<file path="config.mk">
export PLATFORM = sky130hd
export DESIGN_NAME = demux_14_1_2_stream
export DESIGN_NICKNAME = d
export VERILOG_FILES = /design/src/rtl/demux_14_1_2_stream.sv
export SDC_FILE = /design/constraint.sdc
export NUM_CORES = 1
export LEC_CHECK = 0
export ABC_AREA = 0
export CAP_MARGIN = 0
export CORE_ASPECT_RATIO = 1.5
export CORE_MARGIN = 2
export CORE_UTILIZATION = 51
export CTS_CLUSTER_SIZE = 10
export DETAILED_ROUTE_END_ITERATION = 6
export GPL_ROUTABILITY_DRIVEN = 0
export PLACE_DENSITY = 0.81
export SLEW_MARGIN = 20
export SYNTH_ARGS = -nofsm -noshare
export SYNTH_HDL_FRONTEND = slang
export SYNTH_SLANG_ARGS = --single-unit
</file>
<file path="constraint.sdc">
create_clock -name clk -period 2.09 [get_ports clk]
set_clock_uncertainty 0.05 [all_clocks]
set_input_delay 0.3135 -clock clk [delete_from_list [all_inputs] [get_ports clk]]
set_output_delay 0.3135 -clock clk [all_outputs]
set_load 0.01 [all_outputs]
</file>
<file path="src/rtl/demux_14_1_2_stream.sv">
// rtl/demux_14_1_2_stream.sv - 14-bit 1-to-2 valid/ready stream demultiplexer with per-channel FIFOs
//
// Optional feature macro: DEMUX_STATS_EN (adds a_count / b_count delivery counters).
//
// Ports:
//   clk, reset          rising-edge clock, synchronous active-high reset
//   in_valid/in_ready   producer handshake; in_data word, in_sel (0 -> A, 1 -> B)
//   a_valid/a_ready     channel A consumer handshake, a_data = head entry (0 when empty)
//   b_valid/b_ready     channel B consumer handshake, b_data = head entry (0 when empty)
//   a_count, b_count    words delivered per channel, wrap at 16 bits (DEMUX_STATS_EN only)

module demux_14_1_2_stream_fifo #(
    parameter int WIDTH = 14,
    parameter int DEPTH = 2
) (
    input  logic             clk,
    input  logic             reset,
    input  logic             push,
    input  logic [WIDTH-1:0] push_data,
    input  logic             ready,
    output logic             valid,
    output logic [WIDTH-1:0] data,
    output logic             full
);
    localparam int AW    = $clog2(DEPTH);
    localparam int OCC_W = AW + 1;

    logic [WIDTH-1:0] mem [DEPTH];
    logic [AW-1:0]    wr_ptr;
    logic [AW-1:0]    rd_ptr;
    logic [OCC_W-1:0] occ;
    logic             pop;

    assign valid = (occ != '0);
    assign full  = (occ == OCC_W'(DEPTH));
    assign pop   = valid & ready;
    // Empty FIFO presents zero rather than stale storage.
    assign data  = valid ? mem[rd_ptr] : '0;

    // Storage needs no reset: it is only observed through the occupancy gate.
    always_ff @(posedge clk) begin
        if (push) begin
            mem[wr_ptr] <= push_data;
        end
    end

    always_ff @(posedge clk) begin
        if (reset) begin
            wr_ptr <= '0;
            rd_ptr <= '0;
            occ    <= '0;
        end else begin
            if (push) begin
                wr_ptr <= wr_ptr + 1'b1;
            end
            if (pop) begin
                rd_ptr <= rd_ptr + 1'b1;
            end
            // Push and pop together leave occupancy unchanged.
            if (push && !pop) begin
                occ <= occ + 1'b1;
            end else if (pop && !push) begin
                occ <= occ - 1'b1;
            end
        end
    end
endmodule

module demux_14_1_2_stream #(
    parameter int WIDTH = 14,
    parameter int DEPTH = 2
) (
    input  logic             clk,
    input  logic             reset,
    input  logic             in_valid,
    output logic             in_ready,
    input  logic [WIDTH-1:0] in_data,
    input  logic             in_sel,
    output logic             a_valid,
    input  logic             a_ready,
    output logic [WIDTH-1:0] a_data,
    output logic             b_valid,
    input  logic             b_ready,
    output logic [WIDTH-1:0] b_data
`ifdef DEMUX_STATS_EN
    ,
    output logic [15:0]      a_count,
    output logic [15:0]      b_count
`endif
);
    logic a_full;
    logic b_full;
    logic a_push;
    logic b_push;
    logic accept;

    // Ready depends only on the selected channel's registered occupancy, so a
    // full channel refuses a word even while it is popping (no pass-through).
    assign in_ready = in_sel ? ~b_full : ~a_full;
    assign accept   = in_valid & in_ready;
    assign a_push   = accept & ~in_sel;
    assign b_push   = accept &  in_sel;

    demux_14_1_2_stream_fifo #(
        .WIDTH (WIDTH),
        .DEPTH (DEPTH)
    ) u_fifo_a (
        .clk       (clk),
        .reset     (reset),
        .push      (a_push),
        .push_data (in_data),
        .ready     (a_ready),
        .valid     (a_valid),
        .data      (a_data),
        .full      (a_full)
    );

    demux_14_1_2_stream_fifo #(
        .WIDTH (WIDTH),
        .DEPTH (DEPTH)
    ) u_fifo_b (
        .clk       (clk),
        .reset     (reset),
        .push      (b_push),
        .push_data (in_data),
        .ready     (b_ready),
        .valid     (b_valid),
        .data      (b_data),
        .full      (b_full)
    );

`ifdef DEMUX_STATS_EN
    // Delivery counters: one count per pop, free-running wrap at 16 bits.
    always_ff @(posedge clk) begin
        if (reset) begin
            a_count <= '0;
            b_count <= '0;
        end else begin
            if (a_valid && a_ready) begin
                a_count <= a_count + 16'd1;
            end
            if (b_valid && b_ready) begin
                b_count <= b_count + 16'd1;
            end
        end
    end
`else
    // Statistics counters are not built in this configuration.
`endif
endmodule

</file>
==> metrics.csv <==
stage,metric,value,unit
floorplan,IO Count,51,
setup_path,critical path capture point type,output pin,
global_route,global-route wire length before repair,7866,µm
setup_path,maximum single-stage delay on the critical path,470,ps
global_route,vias in the first global route,1625,
setup_path,Worst Setup Start Kind,register,
finish,fraction of layout cells with a size suffix above 1,14.57,%
logic_synthesis,Post-Synthesis Cell Area,0.002567,mm²
logic_synthesis,Post-synth top cells,"sky130_fd_sc_hd__edfxtp_1, sky130_fd_sc_hd__nor2_1, sky130_fd_sc_hd__mux2i_1",
timing,total negative slack for setup checks,0,ps
global_route,GR Overflow Total,0,
timing,relative slew slack,73.34,%
logic_synthesis,proportion of netlist area held by the largest area contributor,65.50,%
clock_tree,CTS Buf Count,9,
logic_synthesis,cell taking the most area after synthesis,sky130_fd_sc_hd__edfxtp_1,
clock_tree,depth of the CTS H-tree,3,
clock_tree,clock tree from TritonCTS,built,
logic_synthesis,yosys synthesis warning count,0,
logic_synthesis,gate count of the mapped netlist,174,
logic_synthesis,top-count cell post-synth,sky130_fd_sc_hd__edfxtp_1,
detailed_routing,count of routing violations after the opening detailed-route iteration,50,
logic_synthesis,share of synthesized registers carrying an async set or reset,0,%
clock_tree,Clock Sink Count,66,
placed_design,total of buffers placed on input and output ports,50,
logic_synthesis,sequential fraction of the synthesis area,73.29,%
global_route,pin count of the biggest net entering global routing,16,
detailed_routing,wire length per cell after detailed routing,16.20,µm
setup_path,cell family contributing the most delay on the critical path,buffers and inverters,
timing,fin. max-slew vios,0,
timing,upper clock frequency limit,0.4948,GHz
pwr,clock network fraction of design power,19.7,%
detailed_routing,vias after detailed routing,1572,
detailed_routing,Total Routed Length,5071,µm
pwr,Power Dens Cells,1250,mW/mm²
detailed_routing,first drt pass iteration count,4,
pwr,maximum vdd ir drop,0.0008562,V
clock_tree,buffer cell driving the clock tree root,sky130_fd_sc_hd__clkbuf_8,
clock_tree,buffer levels on the longest clock path,2,
pwr,Lkg Pwr,1.353,nW
logic_synthesis,Synth cell types,22,
detailed_routing,DRC errors left,0,
timing,RSZ-0062 raised after global routing,false,
detailed_routing,top sig layer,met4,
setup_path,critical path buffer and inverter count,2,
timing,slew at the pin closest to its max-slew limit,399.0,ps
pwr,switching portion of total power,32.06,%
placed_design,DP Wirelength,3440,µm
clock_tree,cts-stage hold buffer count,0,
detailed_routing,count of antenna-violating nets left after detailed routing,0,
finish,area occupied by registers,0.001886,mm²
finish,layout overhead on the synthesized area,35.92,%
logic_synthesis,largest cells by area after synthesis,"sky130_fd_sc_hd__edfxtp_1, sky130_fd_sc_hd__mux2i_1, sky130_fd_sc_hd__dfxtp_1",
logic_synthesis,synthesized net count,196,
floorplan,height of the die,90.90,µm
setup_path,CP arrival,1660,ps
global_route,global routing usage summed across all routing layers,20.39,%
finish,net total in the final layout,264,
timing,minimum period implied by the final worst setup slack,2021,ps
detailed_routing,routed vias/inst,5.022,
logic_synthesis,number of synthesized flops with an enable pin,56,
floorplan,chip width,61.93,µm
logic_synthesis,flip-flop and latch count after synthesis,66,
setup_path,crit path max-delay cell type,sky130_fd_sc_hd__clkdlybuf4s50_1,
floorplan,Die Area,0.005629,mm²
floorplan,core outline area,0.004848,mm²
clock_tree,clock latency of the later-clocked register in the worst-skew pair,330,ps
setup_path,cells along the critical path,buf_4 -> nand2b_2 -> o21a_1 -> clkdlybuf4s50_1,
global_route,antenna violations before repair,0,
pwr,power share of the sequential group,38.6,%
timing,number of endpoints failing setup at the final stage,0,
floorplan,FP Rows,31,
finish,final core utilization,71.97,%
clock_tree,clock input transition at the sequential cells of the worst setup and hold paths,60,ps
floorplan,effective utilization at floorplan,52.95,%
finish,fillcell total,352,
outcome,run status,completed,
timing,post-route fraction of the period consumed by the critical path,96.71,%
logic_synthesis,Post-Synthesis Mean Instance Area,14.76,µm²
worst_hold_path,kind of path behind the tightest hold check,register to register,
pwr,switching component of the power,0.001399,W
flow_run,number of violations of the max-capacitance limit,0,
pwr,fraction of power consumed by combinational cells,41.7,%
detailed_routing,Met1 Wirelength,1949,µm
pwr,Internal Dissipation,0.002964,W
logic_synthesis,predominant post-synthesis flop cell,sky130_fd_sc_hd__edfxtp_1,
detailed_routing,wire length on met2,2823,µm
setup_path,critical path peak fanout,5,
finish,multi-input gate area in the final layout,665.6,µm²
timing,final-report hold violation count,0,
detailed_routing,met3 WL post-DR,203,µm
finish,n_diodes,0,
setup_path,Required @ worst endpoint,1730,ps
setup_path,kind of critical path,register to output pin,
-- layer usage --
| metal | GRT usage (%) | vias to the layer above |
|---|---|---|
| met2 | 34.21 | 39 |
| met3 | 6.017 | 8 |
| met5 | 0 | - |
| li1 | - | 764 |
| met1 | 23.18 | 761 |
| met4 | 8.511 | 0 |
-- power by group through the flow --
stage	Sequential (W)	Clock (W)	Combinational, W
after global routing	0.00170	0.000926	0.00197
after floorplan	0.00168	0	0.000882
final	0.00169	0.000860	0.00182
after global placement	0.00168	0	0.00173
after detailed placement	0.00169	0	0.00178
after CTS	0.00168	0.000888	0.00180
-- area by class of cell --
type / count / area share, %
clock inverters: 7 / 1.040
clock buffers: 9 / 3.550
repair buffers: 64 / 19.40
well taps: 66 / 2.366
flip-flops and latches: 66 / 54.03
multi-input cells: 96 / 19.07
inverters: 5 / 0.5378
-- final timing paths --
check | from | endpoint | slack, ps | cells past startpoint
worst min register to register | u_fifo_b.wr_ptr | u_fifo_b.wr_ptr | 440 | 2
worst max-delay path | u_fifo_a.occ[0] | in_ready | 70 | 4
worst max register to register | u_fifo_a.occ[0] | u_fifo_a.occ[1] | 310 | 6
worst min-delay path | u_fifo_b.wr_ptr | u_fifo_b.wr_ptr | 440 | 2
-- placed cells by master (no fill, tap or decap), types with 4 or more instances in the layout --
cell                              count
sky130_fd_sc_hd__nor2_1              35
sky130_fd_sc_hd__clkbuf_8             9
sky130_fd_sc_hd__edfxtp_1            56
sky130_fd_sc_hd__buf_4                9
sky130_fd_sc_hd__o21ai_0              5
sky130_fd_sc_hd__clkdlybuf4s50_1     40
sky130_fd_sc_hd__inv_1                5
sky130_fd_sc_hd__dlymetal6s2s_1       8
sky130_fd_sc_hd__dfxtp_1              9
sky130_fd_sc_hd__mux2i_1             24
sky130_fd_sc_hd__buf_12               4
sky130_fd_sc_hd__xor2_1               6
sky130_fd_sc_hd__a21oi_1              4
sky130_fd_sc_hd__mux2i_2              4
-- cells by family after synthesis --
| family | count (synthesis) | synth area share, % |
|---|---|---|
| compound gates | 11 | 2.339 |
| flops | 66 | 73.29 |
| simple gates | 49 | 8.187 |
| buf+inv | 12 | 2.242 |
| xor+xnor | 6 | 2.047 |
| mux | 28 | 10.92 |
| fa+ha+maj | 2 | 0.9745 |
-- through the flow --
step	hold slack (ps)	instance area, µm²	std cells	worst slack [ps]	total power [W]
2_1_floorplan	362.4	2567	174	534.6	0.002558
3_3_place_gp	416.9	3252	295	-87.68	0.003412
3_5_place_dp	437.4	3252	295	-195.3	0.003470
4_1_cts	446.1	3436	311	4.331	0.004371
5_1_grt	481.7	3490	313	2.193	0.004597
6_report	443.9	3490	313	68.80	0.004362
-- state kept, by name, indices dropped and copies added (netlist names), named ones only --
name,count
u_fifo_b.rd_ptr,1
u_fifo_a.occ,2
u_fifo_a.rd_ptr,1
u_fifo_b.wr_ptr,1
u_fifo_b.mem,28
u_fifo_a.wr_ptr,1
u_fifo_b.occ,2
u_fifo_a.mem,28
-- worst register-to-register path, stage by stage, from the launching register on --
cell and delay (ps):
sky130_fd_sc_hd__dfxtp_1 330, sky130_fd_sc_hd__buf_4 150, sky130_fd_sc_hd__nand2b_2 200, sky130_fd_sc_hd__and2_1 150, sky130_fd_sc_hd__ha_1 320, sky130_fd_sc_hd__or3_1 360
sky130_fd_sc_hd__a21oi_1 140
-- timing repair --
action	in CTS	in global routing
pin swaps	0	1
setup endpoints to repair	30	12
endpoints found under the hold margin	0	0
cloned	0	0
setup buffers	0	2
resized for setup	10	13
Note: power is estimated with default switching activity, not from simulation.
